==> config.mk <==
export PLATFORM = sky130hd
export DESIGN_NAME = alu_share_arbiter
export DESIGN_NICKNAME = d
export VERILOG_FILES = /design/src/rtl/alu_defs.sv /design/src/rtl/rr_pick2.sv /design/src/rtl/alu_share_arbiter.sv
export SDC_FILE = /design/constraint.sdc
export NUM_CORES = 1
export LEC_CHECK = 0
export ABC_AREA = 1
export BUFFER_PORTS_ARGS = -buffer_cell sky130_fd_sc_hd__buf_2
export CORE_AREA = 2 2 121 123
export DETAILED_ROUTE_END_ITERATION = 16
export DIE_AREA = 0 0 123 125
export PLACE_DENSITY = 0.73
export SLEW_MARGIN = 25
export SYNTH_ARGS = -nofsm -noshare
export SYNTH_HDL_FRONTEND = slang
export SYNTH_SLANG_ARGS = --single-unit
==> constraint.sdc <==
create_clock -name clk -period 3.25 [get_ports clk]
set_input_delay 0.1625 -clock clk [delete_from_list [all_inputs] [get_ports clk]]
set_output_delay 0.1625 -clock clk [all_outputs]
set_load 0.1 [all_outputs]
==> src/rtl/alu_defs.sv <==
// Shared ALU control codes, default widths and sequencer state encoding
// for the ALU-sharing arbiter.
package alu_defs;

  localparam int unsigned ALU_WORD = 32;
  localparam int unsigned ALU_OPW  = 4;

  localparam logic [3:0] ALU_ADD = 4'b0010;
  localparam logic [3:0] ALU_SUB = 4'b0110;
  localparam logic [3:0] ALU_AND = 4'b0000;
  localparam logic [3:0] ALU_OR  = 4'b0001;
  localparam logic [3:0] ALU_SLT = 4'b0111;

  typedef enum logic [1:0] {
    ST_IDLE = 2'd0,
    ST_EXEC = 2'd1,
    ST_RESP = 2'd2
  } state_e;

endpackage

==> src/rtl/rr_pick2.sv <==
// Two-way round-robin winner select: on contention the requester that was
// not served last wins.
module rr_pick2 (
  input  logic valid0,
  input  logic valid1,
  input  logic last_grant,
  output logic any,
  output logic winner
);

  always_comb begin
    any    = valid0 | valid1;
    winner = (valid0 & valid1) ? ~last_grant : valid1;
  end

endmodule

==> src/rtl/alu_share_arbiter.sv <==
// Time-shares one external combinational ALU between two requesters:
// accept one op, drive the ALU from registered operands, return the result.
module alu_share_arbiter
  import alu_defs::*;
#(
  parameter int unsigned WORD = ALU_WORD,
  parameter int unsigned OPW  = ALU_OPW
) (
  input  logic            clk,
  input  logic            reset,

  input  logic            req0_valid,
  output logic            req0_ready,
  input  logic [WORD-1:0] req0_a,
  input  logic [WORD-1:0] req0_b,
  input  logic [OPW-1:0]  req0_op,
  output logic            resp0_valid,
  input  logic            resp0_ready,
  output logic [WORD-1:0] resp0_result,
  output logic            resp0_zero,

  input  logic            req1_valid,
  output logic            req1_ready,
  input  logic [WORD-1:0] req1_a,
  input  logic [WORD-1:0] req1_b,
  input  logic [OPW-1:0]  req1_op,
  output logic            resp1_valid,
  input  logic            resp1_ready,
  output logic [WORD-1:0] resp1_result,
  output logic            resp1_zero,

  output logic [WORD-1:0] alu_a,
  output logic [WORD-1:0] alu_b,
  output logic [OPW-1:0]  alu_control,
  input  logic [WORD-1:0] alu_result,
  input  logic            alu_zero
);

  state_e          state_q, state_d;
  logic            grant_q, grant_d;
  logic            last_grant_q, last_grant_d;
  logic [WORD-1:0] op_a_q, op_a_d;
  logic [WORD-1:0] op_b_q, op_b_d;
  logic [OPW-1:0]  op_code_q, op_code_d;
  logic [WORD-1:0] res_q, res_d;
  logic            zero_q, zero_d;

  logic pick_any;
  logic pick_winner;

  rr_pick2 u_pick (
    .valid0     (req0_valid),
    .valid1     (req1_valid),
    .last_grant (last_grant_q),
    .any        (pick_any),
    .winner     (pick_winner)
  );

  always_ff @(posedge clk) begin
    if (reset) begin
      state_q      <= ST_IDLE;
      grant_q      <= 1'b0;
      last_grant_q <= 1'b1;
      op_a_q       <= '0;
      op_b_q       <= '0;
      op_code_q    <= '0;
      res_q        <= '0;
      zero_q       <= 1'b0;
    end else begin
      state_q      <= state_d;
      grant_q      <= grant_d;
      last_grant_q <= last_grant_d;
      op_a_q       <= op_a_d;
      op_b_q       <= op_b_d;
      op_code_q    <= op_code_d;
      res_q        <= res_d;
      zero_q       <= zero_d;
    end
  end

  always_comb begin
    state_d      = state_q;
    grant_d      = grant_q;
    last_grant_d = last_grant_q;
    op_a_d       = op_a_q;
    op_b_d       = op_b_q;
    op_code_d    = op_code_q;
    res_d        = res_q;
    zero_d       = zero_q;
    req0_ready   = 1'b0;
    req1_ready   = 1'b0;
    resp0_valid  = 1'b0;
    resp1_valid  = 1'b0;
    resp0_result = '0;
    resp1_result = '0;
    resp0_zero   = 1'b0;
    resp1_zero   = 1'b0;
    alu_a        = '0;
    alu_b        = '0;
    alu_control  = '0;

    // ALU sees the captured operation for the whole EXEC/RESP window
    if (state_q == ST_EXEC || state_q == ST_RESP) begin
      alu_a       = op_a_q;
      alu_b       = op_b_q;
      alu_control = op_code_q;
    end

    case (state_q)
      ST_IDLE: begin
        // A request seen while reset is high would be dropped, so never ack it
        if (pick_any && !reset) begin
          req0_ready = ~pick_winner;
          req1_ready = pick_winner;
          grant_d    = pick_winner;
          op_a_d     = pick_winner ? req1_a  : req0_a;
          op_b_d     = pick_winner ? req1_b  : req0_b;
          op_code_d  = pick_winner ? req1_op : req0_op;
          state_d    = ST_EXEC;
        end
      end
      ST_EXEC: begin
        res_d   = alu_result;
        zero_d  = alu_zero;
        state_d = ST_RESP;
      end
      ST_RESP: begin
        if (!grant_q) begin
          resp0_valid  = 1'b1;
          resp0_result = res_q;
          resp0_zero   = zero_q;
          if (resp0_ready) begin
            last_grant_d = grant_q;
            state_d      = ST_IDLE;
          end
        end else begin
          resp1_valid  = 1'b1;
          resp1_result = res_q;
          resp1_zero   = zero_q;
          if (resp1_ready) begin
            last_grant_d = grant_q;
            state_d      = ST_IDLE;
          end
        end
      end
      default: state_d = ST_IDLE;
    endcase
  end

endmodule

==> metrics.txt <==
Clock Tree Buf Depth=2; # rows=44; vias in the first global route=approximately 5.6k; antenna-violating nets left=0; I/O Pins=about 310; setup ws final=approximately 750 ps; drt pass-1 iters=4; maxcap violations=0; Achievable Freq=about 0.4 GHz; syn_nets=approximately 1.1k; Switching Fraction=0.339; Setup WS pre-CTS=931 ps; synthesized area=5560 sq um; CTS tree=done; area grow syn2layout=34.5%; fin cells=about 1.4k; Port Buf Inserts=312; cell count after placement=1358; Post-Route Hold Slack=101 ps; fin nets=roughly 1.4k; Final Hold Viols=0; first-pass GRT wire length=approximately 27000 um; final instance area=7480 sq um; Via Count=between 6k and 7k; CTS sink cnt=between 100 and 150; CP arrival=between 2000 and 2500 ps; Cell Pwr Density=between 400 and 500 nW/um^2; register area share after synthesis=0.378; Post-Place Cell Area=a little over 7000 sq um; postcts setup bufs=0; Mean Syn Cell Area=slightly above 6 sq um; Setup TNS=0 ps; crit path kind=register to primary output; Final Slew Violations=0; Hold WC Path Type=primary input to register; Reg clk slew, reported paths=~70 ps; clock tree root buffer cell=clkbuf_16; Post-synth ARST share=0; Die Span Y=between 100 and 150 um; NetSw=between 1 and 1.5 mW; drt drc=0; Final Util=0.527; largest net degree at the start of global routing=71; post-cts hold buffer count=0; P_leak=approximately 4.4 nW; total grt overflow=0; Slew headroom=0.454; Peak VDD IR=between 0.3 and 0.4 mV; outcome=finished clean; RSZ-0062 raised after global routing=no; Netlist cell types=20; H-tree depth=3; Tmin final=approximately 2500 ps; Crit Path Max Fanout=48; clk_skew=between 6 and 7 ps; Starting Density=0.392; Seq pwr share=0.419; startpoint types=register; Gate power share=0.254; Synthesis Warnings=0; total core area=roughly 14000 sq um; number of vias per cell=between 4 and 5; die area=~15000 sq um; Tot Pwr=3.41 mW; DR WL/cell=about 13 um; synthesized flop and latch total=approximately 110; post-CTS sizing=0; clock share of power=0.327; Post-Route WL=roughly 17000 um; final setup vio count=0; CTS Buf Count=9; Worst Max-Slew Pin Slew=816 ps; Post-synth EDFFs=0; Int Power=between 2 and 2.5 mW; HPWL Detailed=roughly 12000 um; gpl congestion=just under 0.8; total global-route track usage=0.215; initial antenna violation count=2; ys flop type=dfxtp_1; Iteration-0 DRC Markers=roughly 350; Crit. End Element=primary output; worst skew pair latency=approximately 340 ps; Worst Path Required=3090 ps; crit share post-route=0.768; Die Wd=~120 um; layout cells sized above 1=0.292; cell count after synthesis=920
## power groups by stage
stage          sequential [mW]  combinational, mW  clock, mW
2_1_floorplan             1.45              0.636          0
3_3_place_gp              1.46              0.865          0
3_5_place_dp              1.46              0.869          0
4_1_cts                   1.43              0.872       1.15
5_1_grt                   1.44              0.955       1.19
6_report                  1.43              0.866       1.12
## cell usage after synthesis, types with 2 or more instances
cell      number  share of area
a21oi_1      103          0.093
buf_1          4         0.0027
buf_2         22          0.020
buf_4          3         0.0040
buf_6          3         0.0061
clkbuf_1      36          0.024
dfxtp_1      105           0.38
ha_1           4         0.0090
inv_1        108          0.073
nand2_1      352           0.24
nand2_2        2         0.0022
nand3_1       70          0.063
nor2_1        68          0.046
o21ai_0       34          0.031
## final timing paths
kind                           startpoint                       to  slack, ps  depth (start not counted)
hold reg to reg   op_b_q[28]$_SDFFE_PP0P_  op_b_q[28]$_SDFFE_PP0P_        460                          2
hold / removal              alu_result[8]    res_q[8]$_SDFFE_PP0N_        100                          3
setup reg to reg  state_q[0]$_SDFFE_PP0P_  op_a_q[30]$_SDFFE_PP0P_       1360                          8
setup / recovery  state_q[1]$_SDFFE_PP0P_                alu_b[26]        750                          6
## layer usage
| layer | up-vias | wire, um | global-route usage | share of wire |
|---|---|---|---|---|
| li1 | 3344 | - | - | - |
| met1 | 2785 | 7180 | 0.265 | 0.42 |
| met2 | 268 | 8190 | 0.363 | 0.48 |
| met3 | 28 | 1480 | 0.0520 | 0.086 |
| met4 | 0 | 355 | 0.0769 | 0.021 |
| met5 | - | 0 | 0 | 0 |
## cells in the final DEF (no fill, tap or decap), drive strengths merged
cell    synthesis  routed
a21oi         104     104
buf            32     322
bufinv          0       1
clkbuf         36      10
clkinv          0       4
dfxtp         105     105
diode           0       2
ha              4       4
inv           110     111
nand2         354     354
nand3          70      70
nor2           69      69
o211ai          1       1
o21ai          35      35
## critical path: stages (launching register included)
cell and delay, ps:
dfxtp_1 370, inv_1 90, ha_2 630, buf_12 290, nand2_1 90, inv_1 60, buf_2 420
## cell families after synthesis
logic type / synth area share
AOI/OAI and AO/OA: 0.129
adders and majority gates: 0.00900
buffers and inverters: 0.132
DFF: 0.378
and+or+nand+nor: 0.352
## state kept, by name (all words and copies together), names as in the netlist
name,count
zero_q,1
state_q,2
grant_q,1
op_a_q,32
op_code_q,4
res_q,32
last_grant_q,1
op_b_q,32
## layout make-up
type	instances	area (sq um)
clock inverter	6	66.3
multi-input combinational	637	2730
sequential	105	2100
tap	184	230
fill	1490	6720
clock buffer	10	239
inverter	110	415
timing repair buffer	322	1690
antenna	2	5.00
No activity file was read; power rests on OpenSTA's default activity.
